File: config.mk
export PLATFORM = sky130hd
export DESIGN_NAME = hazard_ctrl_flat
export DESIGN_NICKNAME = d
export VERILOG_FILES = /design/src/rtl/hazard_ctrl_if.sv /design/src/rtl/hazard_ctrl.sv /design/src/flat_wrapper.sv
export SDC_FILE = /design/constraint.sdc
export NUM_CORES = 1
export LEC_CHECK = 0
export ABC_AREA = 1
export CORE_MARGIN = 1
export CORE_UTILIZATION = 45
export CTS_BUF_LIST = sky130_fd_sc_hd__clkbuf_8
export DETAILED_ROUTE_END_ITERATION = 7
export GPL_ROUTABILITY_DRIVEN = 0
export PLACE_DENSITY = 0.75
export SLEW_MARGIN = 10
export SYNTH_ARGS = -nofsm -noshare
export SYNTH_HDL_FRONTEND = slang
export SYNTH_SLANG_ARGS = --single-unit
File: constraint.sdc
create_clock -name clk -period 2.9 [get_ports clk]
set_input_delay 0.87 -clock clk [delete_from_list [all_inputs] [get_ports clk]]
set_output_delay 0.87 -clock clk [all_outputs]
set_load 0.05 [all_outputs]
File: src/rtl/hazard_ctrl_if.sv
// hazard_ctrl_if -- pipeline-control bundle between the 4-stage CPU datapath
// and its hazard/sequencing controller.
//
// Signals (slave = controller side):
//   id_*      in   instruction in ID: valid, rs/rt indices and use flags,
//                  taken redirect, memory-indirect jump
//   ex_*      in   EX/MEM stage: valid, destination, register-write flag
//   wb_*      in   WB stage: valid, destination, register-write flag
//   pc_en, ifid_en, ifid_flush, idex_bubble, pc_sel_mem
//             out  pipeline register / PC mux controls
//   state     out  controller FSM state (RUN=0, STALL=1, JMEM=2)
//   stall_cnt, flush_cnt
//             out  saturating statistics counters
//   wdog_err  out  sticky consecutive-stall watchdog flag
interface hazard_ctrl_if #(
  parameter int REG_AW = 6,
  parameter int CNT_W  = 16
);
  logic              id_valid;
  logic [REG_AW-1:0] id_rs;
  logic [REG_AW-1:0] id_rt;
  logic              id_use_rs;
  logic              id_use_rt;
  logic              id_redirect;
  logic              id_jump_mem;
  logic              ex_valid;
  logic [REG_AW-1:0] ex_rd;
  logic              ex_regwrite;
  logic              wb_valid;
  logic [REG_AW-1:0] wb_rd;
  logic              wb_regwrite;

  logic              pc_en;
  logic              ifid_en;
  logic              ifid_flush;
  logic              idex_bubble;
  logic              pc_sel_mem;
  logic [1:0]        state;
  logic [CNT_W-1:0]  stall_cnt;
  logic [CNT_W-1:0]  flush_cnt;
  logic              wdog_err;

  modport slave (
    input  id_valid, id_rs, id_rt, id_use_rs, id_use_rt, id_redirect, id_jump_mem,
    input  ex_valid, ex_rd, ex_regwrite, wb_valid, wb_rd, wb_regwrite,
    output pc_en, ifid_en, ifid_flush, idex_bubble, pc_sel_mem,
    output state, stall_cnt, flush_cnt, wdog_err
  );

  modport master (
    output id_valid, id_rs, id_rt, id_use_rs, id_use_rt, id_redirect, id_jump_mem,
    output ex_valid, ex_rd, ex_regwrite, wb_valid, wb_rd, wb_regwrite,
    input  pc_en, ifid_en, ifid_flush, idex_bubble, pc_sel_mem,
    input  state, stall_cnt, flush_cnt, wdog_err
  );
endinterface

File: src/rtl/hazard_ctrl.sv
// hazard_ctrl -- pipeline sequencing controller for the 4-stage CPU
// (IF, ID, EX/MEM, WB).
//
// Stalls PC and IF/ID and bubbles ID/EX on read-after-write hazards against
// EX/MEM and WB (no register-file write-through, so WB conflicts stall too),
// squashes IF/ID on taken redirects, and runs the two-cycle memory-indirect
// jump whose target comes from data memory in EX/MEM. Keeps saturating
// stall/flush counters and a sticky consecutive-stall watchdog.
//
// Ports:
//   clk    in  rising-edge clock
//   reset  in  asynchronous active-low reset
//   bus    hazard_ctrl_if.slave -- stage inputs, pipeline controls, status
module hazard_ctrl #(
  parameter int REG_AW    = 6,
  parameter int CNT_W     = 16,
  parameter int MAX_STALL = 4
) (
  input  logic          clk,
  input  logic          reset,
  hazard_ctrl_if.slave  bus
);

  typedef enum logic [1:0] {
    RUN   = 2'd0,
    STALL = 2'd1,
    JMEM  = 2'd2
  } state_e;

  // Consecutive-stall counter only needs to reach MAX_STALL; it saturates there.
  localparam int CW = (MAX_STALL < 1) ? 1 : $clog2(MAX_STALL + 1);
  localparam logic [CW-1:0] CONSEC_MAX = CW'(MAX_STALL);

  state_e           state_q, state_d;
  logic [CNT_W-1:0] stall_cnt_q, stall_cnt_d;
  logic [CNT_W-1:0] flush_cnt_q, flush_cnt_d;
  logic [CW-1:0]    consec_q, consec_d;
  logic             wdog_q, wdog_d;

  // ---------------------------------------------------------------------
  // RAW hazard detection: index 0 = EX/MEM, index 1 = WB.
  // ---------------------------------------------------------------------
  logic [REG_AW-1:0] dst_rd [2];
  logic [1:0]        dst_valid;
  logic [1:0]        dst_we;
  logic [1:0]        raw;
  logic              hazard;

  assign dst_rd[0]    = bus.ex_rd;
  assign dst_rd[1]    = bus.wb_rd;
  assign dst_valid[0] = bus.ex_valid;
  assign dst_valid[1] = bus.wb_valid;
  assign dst_we[0]    = bus.ex_regwrite;
  assign dst_we[1]    = bus.wb_regwrite;

  for (genvar gi = 0; gi < 2; gi++) begin : g_raw
    assign raw[gi] = bus.id_valid & dst_valid[gi] & dst_we[gi] &
                     ((bus.id_use_rs & (bus.id_rs == dst_rd[gi])) |
                      (bus.id_use_rt & (bus.id_rt == dst_rd[gi])));
  end

  assign hazard = |raw;

  // ---------------------------------------------------------------------
  // Control decode. STALL is decoded exactly like RUN: the first hazard-free
  // cycle after a stall already behaves as RUN, so a redirect waiting in ID
  // is accepted without an extra cycle.
  // ---------------------------------------------------------------------
  logic pc_en, ifid_en, ifid_flush, idex_bubble, pc_sel_mem;
  logic count_flush;

  always_comb begin
    pc_en       = 1'b1;
    ifid_en     = 1'b1;
    ifid_flush  = 1'b0;
    idex_bubble = 1'b0;
    pc_sel_mem  = 1'b0;
    count_flush = 1'b0;
    state_d     = RUN;

    if (state_q == JMEM) begin
      // ID holds the bubble inserted on entry, so no hazard check here. The
      // flush for this sequence was already counted on the entry cycle.
      pc_sel_mem  = 1'b1;
      ifid_flush  = 1'b1;
      idex_bubble = 1'b1;
    end else if (hazard) begin
      // Redirects are ignored while stalled; they are retried once the
      // operands are available.
      pc_en       = 1'b0;
      ifid_en     = 1'b0;
      idex_bubble = 1'b1;
      state_d     = STALL;
    end else if (bus.id_jump_mem) begin
      // The jump itself proceeds into EX/MEM to read its target; hold the PC
      // until the data-memory output is available next cycle.
      pc_en       = 1'b0;
      ifid_flush  = 1'b1;
      count_flush = 1'b1;
      state_d     = JMEM;
    end else if (bus.id_redirect) begin
      ifid_flush  = 1'b1;
      count_flush = 1'b1;
    end

    // While reset is held the pipeline free-runs with no bubbles or flushes.
    if (!reset) begin
      pc_en       = 1'b1;
      ifid_en     = 1'b1;
      ifid_flush  = 1'b0;
      idex_bubble = 1'b0;
      pc_sel_mem  = 1'b0;
      count_flush = 1'b0;
    end
  end

  // ---------------------------------------------------------------------
  // Statistics and watchdog
  // ---------------------------------------------------------------------
  always_comb begin
    stall_cnt_d = stall_cnt_q;
    flush_cnt_d = flush_cnt_q;
    consec_d    = '0;

    if (!pc_en && (stall_cnt_q != {CNT_W{1'b1}}))
      stall_cnt_d = stall_cnt_q + 1'b1;

    if (count_flush && (flush_cnt_q != {CNT_W{1'b1}}))
      flush_cnt_d = flush_cnt_q + 1'b1;

    if (!pc_en)
      consec_d = (consec_q >= CONSEC_MAX) ? consec_q : consec_q + 1'b1;

    wdog_d = wdog_q | (consec_d >= CONSEC_MAX);
  end

  always_ff @(posedge clk or negedge reset) begin
    if (!reset) begin
      state_q     <= RUN;
      stall_cnt_q <= '0;
      flush_cnt_q <= '0;
      consec_q    <= '0;
      wdog_q      <= 1'b0;
    end else begin
      state_q     <= state_d;
      stall_cnt_q <= stall_cnt_d;
      flush_cnt_q <= flush_cnt_d;
      consec_q    <= consec_d;
      wdog_q      <= wdog_d;
    end
  end

  assign bus.pc_en       = pc_en;
  assign bus.ifid_en     = ifid_en;
  assign bus.ifid_flush  = ifid_flush;
  assign bus.idex_bubble = idex_bubble;
  assign bus.pc_sel_mem  = pc_sel_mem;
  assign bus.state       = state_q;
  assign bus.stall_cnt   = stall_cnt_q;
  assign bus.flush_cnt   = flush_cnt_q;
  assign bus.wdog_err    = wdog_q;

endmodule
File: src/flat_wrapper.sv
// flat-port wrapper written by rule: the top's interface ports become plain ports
module hazard_ctrl_flat 
#(
  parameter int REG_AW    = 6,
  parameter int CNT_W     = 16,
  parameter int MAX_STALL = 4
)
  (clk, reset, bus_id_valid, bus_id_rs, bus_id_rt, bus_id_use_rs, bus_id_use_rt, bus_id_redirect, bus_id_jump_mem, bus_ex_valid, bus_ex_rd, bus_ex_regwrite, bus_wb_valid, bus_wb_rd, bus_wb_regwrite, bus_pc_en, bus_ifid_en, bus_ifid_flush, bus_idex_bubble, bus_pc_sel_mem, bus_state, bus_stall_cnt, bus_flush_cnt, bus_wdog_err);
  hazard_ctrl_if #(.REG_AW(REG_AW), .CNT_W(CNT_W)) bus_i ();
  input  logic clk;
  input  logic reset;
  input wire logic [$bits(bus_i.id_valid)-1:0] bus_id_valid;
  input wire logic [$bits(bus_i.id_rs)-1:0] bus_id_rs;
  input wire logic [$bits(bus_i.id_rt)-1:0] bus_id_rt;
  input wire logic [$bits(bus_i.id_use_rs)-1:0] bus_id_use_rs;
  input wire logic [$bits(bus_i.id_use_rt)-1:0] bus_id_use_rt;
  input wire logic [$bits(bus_i.id_redirect)-1:0] bus_id_redirect;
  input wire logic [$bits(bus_i.id_jump_mem)-1:0] bus_id_jump_mem;
  input wire logic [$bits(bus_i.ex_valid)-1:0] bus_ex_valid;
  input wire logic [$bits(bus_i.ex_rd)-1:0] bus_ex_rd;
  input wire logic [$bits(bus_i.ex_regwrite)-1:0] bus_ex_regwrite;
  input wire logic [$bits(bus_i.wb_valid)-1:0] bus_wb_valid;
  input wire logic [$bits(bus_i.wb_rd)-1:0] bus_wb_rd;
  input wire logic [$bits(bus_i.wb_regwrite)-1:0] bus_wb_regwrite;
  output wire logic [$bits(bus_i.pc_en)-1:0] bus_pc_en;
  output wire logic [$bits(bus_i.ifid_en)-1:0] bus_ifid_en;
  output wire logic [$bits(bus_i.ifid_flush)-1:0] bus_ifid_flush;
  output wire logic [$bits(bus_i.idex_bubble)-1:0] bus_idex_bubble;
  output wire logic [$bits(bus_i.pc_sel_mem)-1:0] bus_pc_sel_mem;
  output wire logic [$bits(bus_i.state)-1:0] bus_state;
  output wire logic [$bits(bus_i.stall_cnt)-1:0] bus_stall_cnt;
  output wire logic [$bits(bus_i.flush_cnt)-1:0] bus_flush_cnt;
  output wire logic [$bits(bus_i.wdog_err)-1:0] bus_wdog_err;
  assign bus_i.id_valid = bus_id_valid;
  assign bus_i.id_rs = bus_id_rs;
  assign bus_i.id_rt = bus_id_rt;
  assign bus_i.id_use_rs = bus_id_use_rs;
  assign bus_i.id_use_rt = bus_id_use_rt;
  assign bus_i.id_redirect = bus_id_redirect;
  assign bus_i.id_jump_mem = bus_id_jump_mem;
  assign bus_i.ex_valid = bus_ex_valid;
  assign bus_i.ex_rd = bus_ex_rd;
  assign bus_i.ex_regwrite = bus_ex_regwrite;
  assign bus_i.wb_valid = bus_wb_valid;
  assign bus_i.wb_rd = bus_wb_rd;
  assign bus_i.wb_regwrite = bus_wb_regwrite;
  assign bus_pc_en = bus_i.pc_en;
  assign bus_ifid_en = bus_i.ifid_en;
  assign bus_ifid_flush = bus_i.ifid_flush;
  assign bus_idex_bubble = bus_i.idex_bubble;
  assign bus_pc_sel_mem = bus_i.pc_sel_mem;
  assign bus_state = bus_i.state;
  assign bus_stall_cnt = bus_i.stall_cnt;
  assign bus_flush_cnt = bus_i.flush_cnt;
  assign bus_wdog_err = bus_i.wdog_err;
  hazard_ctrl #(.REG_AW(REG_AW), .CNT_W(CNT_W), .MAX_STALL(MAX_STALL)) u_core (.clk(clk), .reset(reset), .bus(bus_i));
endmodule
Word-level counts from Yosys, hierarchy flattened
Cells that the tools add are included.

Add/sub/neg operators: 3. Magnitude comparators: 2. Equality and inequality tests: 7. Muxes and demuxes: 24. Bitwise operators: 13. Reduce and logical (&&, ||, !) cells: 4.

Operator list (count): $add A16 B1 Y16 const B (2); $ne A16 B16 Y1 const B (2); $eq A6 B6 Y1 (4); $mux W1 (19); $and A1 B1 Y1 (10); $ge A3 B3 Y1 const B (2); $mux W2 (3); $mux W3 (2); $add A3 B1 Y3 const B (1); $or A1 B1 Y1 (3); $eq A2 B2 Y1 const B (1); $logic_and A1 B1 Y1 (2); $reduce_or A2 Y1 (1); $logic_not A1 Y1 (1).

Register bits after elaboration: 38. Input bits: 35. Word-level logic and storage cells: 58.

Longest topological paths before layout
Gate-level depths: netlist (run 1).

Depth after elaboration: 11. Depth in mapped cells: 15. Depth with buffers taken out: 14.

Worst setup path after synthesis (run 1)
No wires, ideal clock.

Path kind: input-to-output. From: in bus_ex_rd[1]. To: out bus_ifid_flush. Arrival: 2.074 ns. Setup slack: -0.044 ns. Cell stages on the path: 13. Cells stage by stage: inv_1 -> nand2_1 -> nand2_1 -> inv_1 -> nand2_1 -> nor2_1 -> nand2_1 -> nand2_1 -> nand2_2 -> nand2_2 -> nor2_4 -> buf_4 -> o21a_1.

Longest elaborated chain between the ends: 8.

RTL lines: start: declaration (line flat_wrapper.sv:20) `input wire logic [$bits(bus_i.ex_rd)-1:0] bus_ex_rd;`; $eq A6 B6 Y1, on equally long branches (line hazard_ctrl.sv:58, hazard_ctrl.sv:59); $and A1 B1 Y1, on equally long branches (line hazard_ctrl.sv:58, hazard_ctrl.sv:59); $or A1 B1 Y1 * (line hazard_ctrl.sv:58) `((bus.id_use_rs & (bus.id_rs == dst_rd[gi])) |`; $and A1 B1 Y1 * (line hazard_ctrl.sv:57) `assign raw[gi] = bus.id_valid & dst_valid[gi] & dst_we[gi] &`; $reduce_or A2 Y1 * (line hazard_ctrl.sv:62) `assign hazard = |raw;`; $mux W1 * (line hazard_ctrl.sv:87) `end else if (hazard) begin`; $mux W1 * (line hazard_ctrl.sv:81) `if (state_q == JMEM) begin`; $mux W1 * (line hazard_ctrl.sv:107) `if (!reset) begin`; end: declaration (line flat_wrapper.sv:27) `output wire logic [$bits(bus_i.ifid_flush)-1:0] bus_ifid_flush;`.

Every way passes the cells marked *; elsewhere a longest branch is shown, timed or not.

Final worst setup path (run 1)
From: in bus_id_rs[1]. To: out bus_ifid_flush.

Longest elaborated chain between the ends: 8.

RTL lines: start: declaration (line flat_wrapper.sv:13) `input wire logic [$bits(bus_i.id_rs)-1:0] bus_id_rs;`; $eq A6 B6 Y1 (line hazard_ctrl.sv:58); $and A1 B1 Y1 (line hazard_ctrl.sv:58); $or A1 B1 Y1 (line hazard_ctrl.sv:58); $and A1 B1 Y1 (line hazard_ctrl.sv:57); $reduce_or A2 Y1 * (line hazard_ctrl.sv:62); $mux W1 * (line hazard_ctrl.sv:87); $mux W1 * (line hazard_ctrl.sv:81); $mux W1 * (line hazard_ctrl.sv:107).

Marks and branches as above.

==> results.json, run 1 <==
{
  "syn_to_final_growth_pct": 37.2,
  "overflow": 0,
  "cp_max_fo": 3,
  "worst-endpoint-arrival_ns": 2.02,
  "ys_ff_latch": 38,
  "met2_length_mm": 3.33,
  "syn_inst": 392,
  "ys.flop_type": "dfrtp_1",
  "crit_chain": "buf_8 > inv_2 > nand2_1 > nand2_1 > inv_1 > nand2_1 > nor2_2 > nand2_1 > nand2_2 > nand2_4 > nand2_4 > nor2_4 > o21a_2 > buf_12",
  "hold_viol_final": 0,
  "pwr-share-comb_pct": 37.2,
  "core_area_mm2": 0.00592,
  "p_per_area_mw_per_mm2": 444,
  "worstSetupEndpointType": "output pin",
  "slowest_delay_ns": 0.21,
  "hp-class": "register to register",
  "ys_warn_count": 0,
  "fillers": 551,
  "vias_per_cell": 5.11,
  "maxSlewViolCount": 0,
  "first_global_vias": 2605,
  "switching_share_pct": 40.1,
  "pin_count": 75,
  "cts_buffers": 5,
  "drive_gt1_share_pct": 23.1,
  "diodes": 0,
  "post-route-util_pct": 63.7,
  "drv_cap": 0,
  "finalCritPeriodShare_pct": 99.5,
  "clkSlewWorstSetupHoldPaths_ns": 0.08,
  "start_util_pct": 46.4,
  "wl_per_cell_um": 13.0,
  "die_area_mm2": 0.00642,
  "antenna_found_initial": 0,
  "cts.sinks": 38,
  "setup_viol": 0,
  "synthArstFlopShare_pct": 100,
  "vias": 2788,
  "cts-htree-levels": 2,
  "syn_area_mm2": 0.00275,
  "critPathMostFrequentCell": "nand2_1",
  "clock_path_buffers": 2,
  "dp_hpwl_mm": 5.00,
  "finClkSkew_ns": 0.00914,
  "crit_type": "primary input to output pin",
  "seq_area_frac_synth_pct": 34.6,
  "insertion_delay_ns": 0.31,
  "cpMaxStageDelayCell": "o21a_2",
  "drc": 0,
  "reg2reg_slack_ns": 0.92,
  "dieHeight_um": 80.2,
  "slew-limit-headroom_pct": 63.4,
  "p_leak_nw": 1.97,
  "ant_nets": 0,
  "worst_pin_slew_ns": 0.547,
  "route.met3.wl_um": 281,
  "status": "finished, final reports clean",
  "synth_edf_count": 0,
  "clkPwrFrac_pct": 23.8,
  "maxUsedRoutingLayer": "met4",
  "rsz0062_at_grt": "true",
  "io_buffers": 74,
  "wl_met1_mm": 3.35,
  "row_count": 28,
  "fin_nets": 509,
  "drtPass1Iterations": 5,
  "min_period_ns": 2.89,
  "required_ns": 2.03,
  "gr-usage-all-layers_pct": 23.9,
  "grt_pass1_wl_mm": 11.9,
  "cp-start-kind": "primary input",
  "holdBufCountCts": 0,
  "ir_drop_mv": 0.534,
  "power_frac_seq_pct": 39.0,
  "cts_tree": "done",
  "cts-root-buf": "clkbuf_8",
  "fin_total_pwr_mw": 1.68,
  "grt_max_degree": 40,
  "syn_nets": 431,
  "power.switching_uw": 672,
  "dieWidth_um": 80.2,
  "first_iter_violations": 142,
  "synth_area_per_cell_um2": 7.01,
  "clock.fmax_mhz": 347,
  "ys_types": 35,
  "wl_mm": 7.08,
  "p_int_mw": 1.00
}
-- timing repair --
| action | 4_1_cts | 5_1_grt |
|---|---|---|
| setup buffers | 1 | 1 |
| resized for setup | 137 | 40 |
| hold endpoints to repair | 0 | 0 |
| endpoints found under the setup margin | 4 | 4 |
| pin swaps | 31 | 32 |
-- layout by cell type (no fill, tap or decap), drive strengths merged, types with 10 or more instances in the layout --
| cell | count |
|---|---|
| nor2 | 34 |
| xnor2 | 10 |
| nand3 | 19 |
| nand4 | 37 |
| buf | 40 |
| xor2 | 15 |
| inv | 50 |
| nand2 | 146 |
| clkdlybuf4s50 | 37 |
| dfrtp | 38 |
-- layout make-up --
cell class	count	area (um^2)	area share [%]
Inverter	51	199	5.28
Clock buffer	6	82.6	2.19
Multi-Input combinational cell	292	1640	43.5
Tap cell	75	93.8	2.49
Clock inverter	2	12.5	0.332
Timing Repair Buffer	82	792	21.0
Sequential cell	38	951	25.2
-- cells by family after synthesis --
| family | Yosys count | synth area share, % |
|---|---|---|
| adder cells (fa/ha/maj) | 4 | 1.82 |
| XOR/XNOR | 25 | 7.97 |
| flip-flops | 38 | 34.6 |
| AND/OR/NAND/NOR | 248 | 43.1 |
| AO/OA/AOI/OAI | 15 | 3.05 |
| buffers and inverters | 62 | 9.51 |
-- worst max-delay path: cells and delay by family --
family	cells	cell delay (ns)
buffers and inverters	4	0.30
AND/OR/NAND/NOR	9	0.61
AO/OA/AOI/OAI	1	0.21
-- state kept, by name, summed over array words and instances (netlist names) --
signal                cells
u_core.bus.flush_cnt     16
u_core.consec_q           3
u_core.bus.stall_cnt     16
u_core.bus.state          2
u_core.bus.wdog_err       1
-- routing by layer --
| layer | up-vias | global-route usage [%] |
|---|---|---|
| li1 | 1408 | - |
| met4 | 0 | 7.50 |
| met5 | - | 0 |
| met3 | 11 | 5.34 |
| met1 | 1300 | 31.7 |
| met2 | 69 | 38.5 |
-- worst paths after layout --
path                                          from                       end  cells past startpoint
min reg2reg                    u_core.bus.wdog_err       u_core.bus.wdog_err                      1
max                                   bus_id_rs[1]            bus_ifid_flush                     14
min in group asynchronous                    reset  u_core.bus.flush_cnt[15]                      2
min                            u_core.bus.wdog_err       u_core.bus.wdog_err                      1
max reg2reg                u_core.bus.flush_cnt[0]  u_core.bus.flush_cnt[15]                     10
max in group asynchronous                    reset       u_core.bus.state[0]                      2
-- metrics by stage --
step                worst slack (ns)  setup TNS [ns]  instance area (um^2)  hold slack (ns)  std cells
floorplan                     0.0848               0                  2750            0.529        392
global placement              -0.497           -1.92                  3580            0.459        536
detailed placement            -0.522           -2.60                  3580            0.465        536
CTS                         -0.00944        -0.00944                  3670            0.487        545
global route                 -0.0638         -0.0759                  3770            0.496        546
finish                        0.0149               0                  3770            0.482        546
-- synth_stat cells (4+ instances only) --
cell type,number,area (um^2)
nand4_1,35,219
xor2_1,15,131
nor2_2,7,43.8
inv_2,4,15.0
ha_1,4,50.1
inv_1,46,173
xnor2_1,10,87.6
nor2_1,26,97.6
a21oi_1,5,25.0
nand2_2,4,25.0
nand2_1,142,533
nor3_1,5,25.0
nand3_1,14,70.1
buf_2,5,25.0
dfrtp_1,38,951
-- power by group through the flow --
| stage | clock, mW | sequential [mW] | combinational [mW] |
|---|---|---|---|
| 3_3_place_gp | 0 | 0.661 | 0.594 |
| 3_5_place_dp | 0 | 0.664 | 0.608 |
| 5_1_grt | 0.428 | 0.664 | 0.674 |
| 2_1_floorplan | 0 | 0.837 | 0.201 |
| 4_1_cts | 0.406 | 0.654 | 0.608 |
| 6_report | 0.399 | 0.653 | 0.624 |
Note: power is estimated with default switching activity, not from simulation.
==> run 2, diff against run 1 <==
--- a/config.mk
+++ b/config.mk
@@ -6,7 +6,7 @@
 export NUM_CORES = 1
 export LEC_CHECK = 0
 export ABC_AREA = 1
-export CORE_MARGIN = 1
+export CORE_MARGIN = 1.5
 export CORE_UTILIZATION = 45
 export CTS_BUF_LIST = sky130_fd_sc_hd__clkbuf_8
 export DETAILED_ROUTE_END_ITERATION = 7
==> run 2 against run 1 <==
Design area decreased by 0.86%; register-to-register slack about the same; final cell count decreased by 0.18%.
==> results.json, run 2 (synthesized netlist as in run 1, its figures left out) <==
{
  "start_util_pct": 46.4,
  "drive_gt1_share_pct": 21.9,
  "gr-usage-all-layers_pct": 23.4,
  "drc": 0,
  "cts-htree-levels": 2,
  "pin_count": 75,
  "diodes": 0,
  "seqCellArea_um2": 951,
  "hold_end": "u_core.bus.wdog_err",
  "first_iter_violations": 162,
  "clock.fmax_mhz": 347,
  "syn_to_final_growth_pct": 36.0,
  "dp_hpwl_mm": 4.99,
  "worst_pin_slew_ns": 0.549,
  "crit-reg2reg-capture": "u_core.bus.flush_cnt[15]",
  "overflow": 0,
  "io_buffers": 74,
  "ir_drop_mv": 0.440,
  "slowest_delay_ns": 0.21,
  "maxSlewViolCount": 0,
  "fin_nets": 510,
  "drtPass1Iterations": 4,
  "final_cell_area_mm2": 0.00374,
  "grt_use_met1_pct": 31.1,
  "clkSlewWorstSetupHoldPaths_ns": 0.07,
  "multi_input_area_mm2": 0.00165,
  "row_count": 28,
  "clock_path_buffers": 2,
  "status": "finished, final reports clean",
  "hp-start": "u_core.bus.wdog_err",
  "antenna_found_initial": 0,
  "r2r-start": "u_core.bus.flush_cnt[0]",
  "p_leak_nw": 1.97,
  "ant_nets": 0,
  "drv_cap": 0,
  "fin_hold_ws_ns": 0.489,
  "placed_area_mm2": 0.00360,
  "grtUsageMet3_pct": 4.94,
  "use_met2_pct": 37.8,
  "vias": 2788,
  "reg2reg_slack_ns": 0.93,
  "finClkSkew_ns": 0.0103,
  "critPathMostFrequentCell": "nand2_1",
  "hold_depth": 1,
  "most-common-layout-cells": "134 x nand2_1, 38 x dfrtp_1, 37 x inv_1, 37 x clkdlybuf4s50_1, 35 x nand4_1",
  "grt_max_degree": 39,
  "wl_per_cell_um": 12.8,
  "crit_chain": "buf_4 > nand2_1 > nand2_1 > inv_1 > nand2_1 > nor2_1 > nand2_1 > nand2_2 > nand2_4 > nand2_4 > nor2_4 > o21a_2 > buf_12",
  "core_area_mm2": 0.00592,
  "setup_viol": 0,
  "dieHeight_um": 81.2,
  "cpMaxStageDelayCell": "o21a_2",
  "hp-class": "register to register",
  "insertion_delay_ns": 0.29,
  "die_area_mm2": 0.00659,
  "p_per_area_mw_per_mm2": 437,
  "cts.sinks": 38,
  "worst-endpoint-arrival_ns": 2.01,
  "cts_buffers": 5,
  "reg2regPathDepth": 10,
  "cts-root-buf": "clkbuf_8",
  "first_global_vias": 2644,
  "layout_commonest_cell": "nand2_1",
  "post_cts_buffers": 0,
  "finalCritPeriodShare_pct": 99.3,
  "vias_per_cell": 5.12,
  "post-route-util_pct": 63.1,
  "timing.critical_path.buf_inv": 3,
  "cts_tree": "done",
  "fillers": 569,
  "required_ns": 2.03,
  "cp_max_fo": 3,
  "dieWidth_um": 81.2,
  "slew-limit-headroom_pct": 63.3,
  "worstSetupEndpointType": "output pin",
  "path_delay_family": "simple AND/OR/NAND/NOR gates",
  "min_period_ns": 2.88,
  "wl_mm": 6.99,
  "crit_type": "primary input to output pin",
  "tns_ns": 0,
  "cp-start-kind": "primary input",
  "grt_busiest_layer": "met2",
  "hold_viol_final": 0,
  "holdBufCountCts": 0,
  "rsz0062_at_grt": "true",
  "grt_pass1_wl_mm": 12.0
}
## run 2: changes by cell type in the layout (fill, tap and decap cells not counted), sizes merged
cell	delta
clkbuf	+3
buf	-2
clkinv	-1
clkinvlp	-1
## run 2: worst max-delay path by stage
stage	to	startpoint	slack, ns	depth (start not counted)
CTS	bus_ifid_flush	bus_wb_rd[2]	0.001	11
global route	bus_idex_bubble	bus_id_rs[1]	-0.06	16
floorplan	bus_ifid_flush	bus_ex_rd[1]	0.08	13
global placement	bus_idex_bubble	bus_id_rs[1]	-0.47	16
detailed placement	bus_idex_bubble	bus_id_rs[1]	-0.46	16
finish	bus_ifid_flush	bus_id_rt[1]	0.02	13
## run 2: through the flow
stage	std cells	power, mW	setup slack (ns)
5_1_grt	545	1.73	-0.0607
2_1_floorplan	392	1.04	0.0848
4_1_cts	545	1.63	0.00138
3_5_place_dp	539	1.27	-0.464
3_3_place_gp	539	1.26	-0.475
6_report	545	1.63	0.0211
## run 2: what timing repair did
item,CTS,global route
gates cloned,0,0
hold endpoints to repair,0,0
resized for setup,131,32
pin swaps,34,26
setup endpoints to repair,4,4
## run 2: report_power, final
group	leakage [nW]	internal, mW	switching [mW]
Sequential	0.517	0.583	0.0731
Combinational	1.41	0.227	0.391
Clock	0.0431	0.183	0.178
## run 2: per-layer routing
| metal | vias up | part of all wire (%) |
|---|---|---|
| met4 | 0 | 1.7 |
| met1 | 1279 | 46 |
| li1 | 1412 | - |
| met3 | 13 | 5.1 |
| met2 | 84 | 47 |
| met5 | - | 0 |
## run 2: area by class of cell
class | count | share of cell area, %
Timing Repair Buffer | 83 | 20.6
Inverter | 51 | 5.19
Clock buffer | 6 | 2.21
Sequential cell | 38 | 25.4
Multi-Input combinational cell | 292 | 44.0
Tap cell | 75 | 2.51
==> run 3, diff against run 2 <==
--- a/config.mk
+++ b/config.mk
@@ -6,11 +6,14 @@
 export NUM_CORES = 1
 export LEC_CHECK = 0
 export ABC_AREA = 1
+export ABC_CLOCK_PERIOD_IN_PS = 2900
 export CORE_MARGIN = 1.5
 export CORE_UTILIZATION = 45
 export CTS_BUF_LIST = sky130_fd_sc_hd__clkbuf_8
 export DETAILED_ROUTE_END_ITERATION = 7
 export GPL_ROUTABILITY_DRIVEN = 0
+export GPL_TIMING_DRIVEN = 0
+export MAX_ROUTING_LAYER = met4
 export PLACE_DENSITY = 0.75
 export SLEW_MARGIN = 10
 export SYNTH_ARGS = -nofsm -noshare
==> run 3 against run 2 <==
Clock skew is 0.0013 ns lower; setup slack lost 0.0065 ns; via count rose by 3.3%; core utilization is 2.0 points higher; final cell count increased by 2.0%; wire length up 7.2%; die area is the same; combinational power rose by 3.9%; flip-flop and latch count stayed put; sequential share of layout area decreased by 0.80 points; clock-buffer cell count down 1.
==> results.json, run 3 (synthesized netlist as in run 1, its figures left out) <==
{
  "cts_buffers": 5,
  "cts.sinks": 38,
  "insertion_delay_ns": 0.30,
  "cp_max_fo": 4,
  "grt_pass1_wl_mm": 12.5,
  "cpMaxStageDelayCell": "o21a_2",
  "die_area_mm2": 0.00659,
  "vias_per_cell": 5.18,
  "fin_nets": 520,
  "cts-root-buf": "clkbuf_8",
  "min_period_ns": 2.89,
  "wl_mm": 7.50,
  "placed_area_mm2": 0.00360,
  "diodes": 0,
  "vias": 2879,
  "layout_commonest_cell": "nand2_1",
  "drive_gt1_share_pct": 24.7,
  "first_iter_violations": 211,
  "ant_nets": 0,
  "io_buffers": 74,
  "syn_to_final_growth_pct": 40.4,
  "core_area_mm2": 0.00592,
  "drtPass1Iterations": 4,
  "critPathMostFrequentCell": "nand2_1",
  "rsz0062_at_grt": "true",
  "status": "finished, final reports clean",
  "required_ns": 2.03,
  "cts_tree": "done",
  "maxSlewViolCount": 0,
  "dieWidth_um": 81.2,
  "grt_max_degree": 17,
  "worst_pin_slew_ns": 0.560,
  "pin_count": 75,
  "crit_type": "primary input to output pin",
  "fillers": 532,
  "cts-htree-levels": 2,
  "slowest_delay_ns": 0.21,
  "place_ws_ns": -1.21,
  "hold_viol_final": 0,
  "fin_hold_ws_ns": 0.376,
  "tns_ns": 0,
  "p_per_area_mw_per_mm2": 425,
  "clkSlewWorstSetupHoldPaths_ns": 0.08,
  "multi_input_area_mm2": 0.00166,
  "holdBufCountCts": 0,
  "hp-class": "primary input to asynchronous set/reset pin",
  "row_count": 28,
  "clock_path_buffers": 2,
  "first_global_vias": 2721,
  "worstSetupEndpointType": "output pin",
  "seqCellArea_um2": 951,
  "gr-usage-all-layers_pct": 25.0,
  "worst-endpoint-arrival_ns": 2.02,
  "start_util_pct": 46.4,
  "dieHeight_um": 81.2,
  "p_leak_nw": 2.03,
  "overflow": 0,
  "clock.fmax_mhz": 347,
  "slew-limit-headroom_pct": 62.7,
  "dp_hpwl_mm": 5.40,
  "fin_ws_ns": 0.0146,
  "crit_chain": "buf_6 > nand2_2 > nand2_1 > inv_1 > nand2_1 > nor2_2 > nand2_1 > nand2_2 > nand2_4 > nand2_4 > nor2_4 > o21a_2 > buf_8",
  "wl_per_cell_um": 13.5,
  "cp-start-kind": "primary input",
  "drc": 0,
  "finClkSkew_ns": 0.00898,
  "most-common-layout-cells": "134 x nand2_1, 38 x dfrtp_1, 37 x clkdlybuf4s50_1",
  "setup_viol": 0,
  "finalCritPeriodShare_pct": 99.5,
  "ir_drop_mv": 0.480,
  "final_cell_area_mm2": 0.00386,
  "antenna_found_initial": 0,
  "drv_cap": 0
}
[run 3: changes by cell type in the layout (fill, tap and decap cells not counted), sizes merged]
cell,delta
bufbuf,+1
buf,+9
clkbuf,-1
inv,+2
[run 3: layout make-up]
class | instances | area share [%]
tap | 75 | 2.43
sequential | 38 | 24.6
clock buffer | 5 | 1.78
multi-input combinational | 292 | 42.9
buffer | 10 | 2.04
clock inverter | 2 | 0.194
timing repair buffer | 83 | 21.0
inverter | 51 | 4.96
[run 3: per-layer routing]
layer	part of all wire, %	vias up	track usage [%]
met3	5.2	13	3.71
met4	1.2	0	7.24
met5	0	-	-
li1	-	1423	-
met1	45	1360	31.1
met2	49	83	42.2
[run 3: power breakdown]
part | internal, mW | switching [mW] | leakage, nW
clock | 0.159 | 0.183 | 0.0466
combinational | 0.242 | 0.399 | 1.47
sequential | 0.583 | 0.0757 | 0.517
total | 0.983 | 0.657 | 2.03
[run 3: timing repair]
item,CTS,global route
pin swaps,36,25
setup buffers,3,4
cloned,1,0
resized for setup,187,29
setup endpoints to repair,5,5
[run 3: through the flow]
| stage | std cells | util, % | total power [mW] |
|---|---|---|---|
| 2_1_floorplan | 392 | - | 1.04 |
| 3_5_place_dp | 542 | 60.8 | 1.28 |
| 3_3_place_gp | 541 | 60.5 | 1.26 |
| 5_1_grt | 556 | 65.2 | 1.73 |
| 4_1_cts | 552 | 63.6 | 1.63 |
| 6_report | 556 | 65.2 | 1.64 |
[run 3: worst max-delay path, delay by kind of cell]
| kind | cells | cell delay (ns) |
|---|---|---|
| AO/OA/AOI/OAI | 1 | 0.21 |
| buffers and inverters | 3 | 0.31 |
| AND/OR/NAND/NOR | 9 | 0.63 |
[run 3: final timing paths]
check	startpoint	endpoint	slack, ns	depth (start not counted)
min in group clk	u_core.bus.wdog_err	u_core.bus.wdog_err	0.48	1
hold / removal	reset	u_core.bus.stall_cnt[0]	0.38	1
max in group asynchronous	reset	u_core.consec_q[1]	2.08	2
setup reg to reg	u_core.bus.flush_cnt[0]	u_core.bus.flush_cnt[8]	1.01	9
setup / recovery	bus_id_rs[3]	bus_ifid_flush	0.01	13
hold reg to reg	u_core.bus.wdog_err	u_core.bus.wdog_err	0.48	1
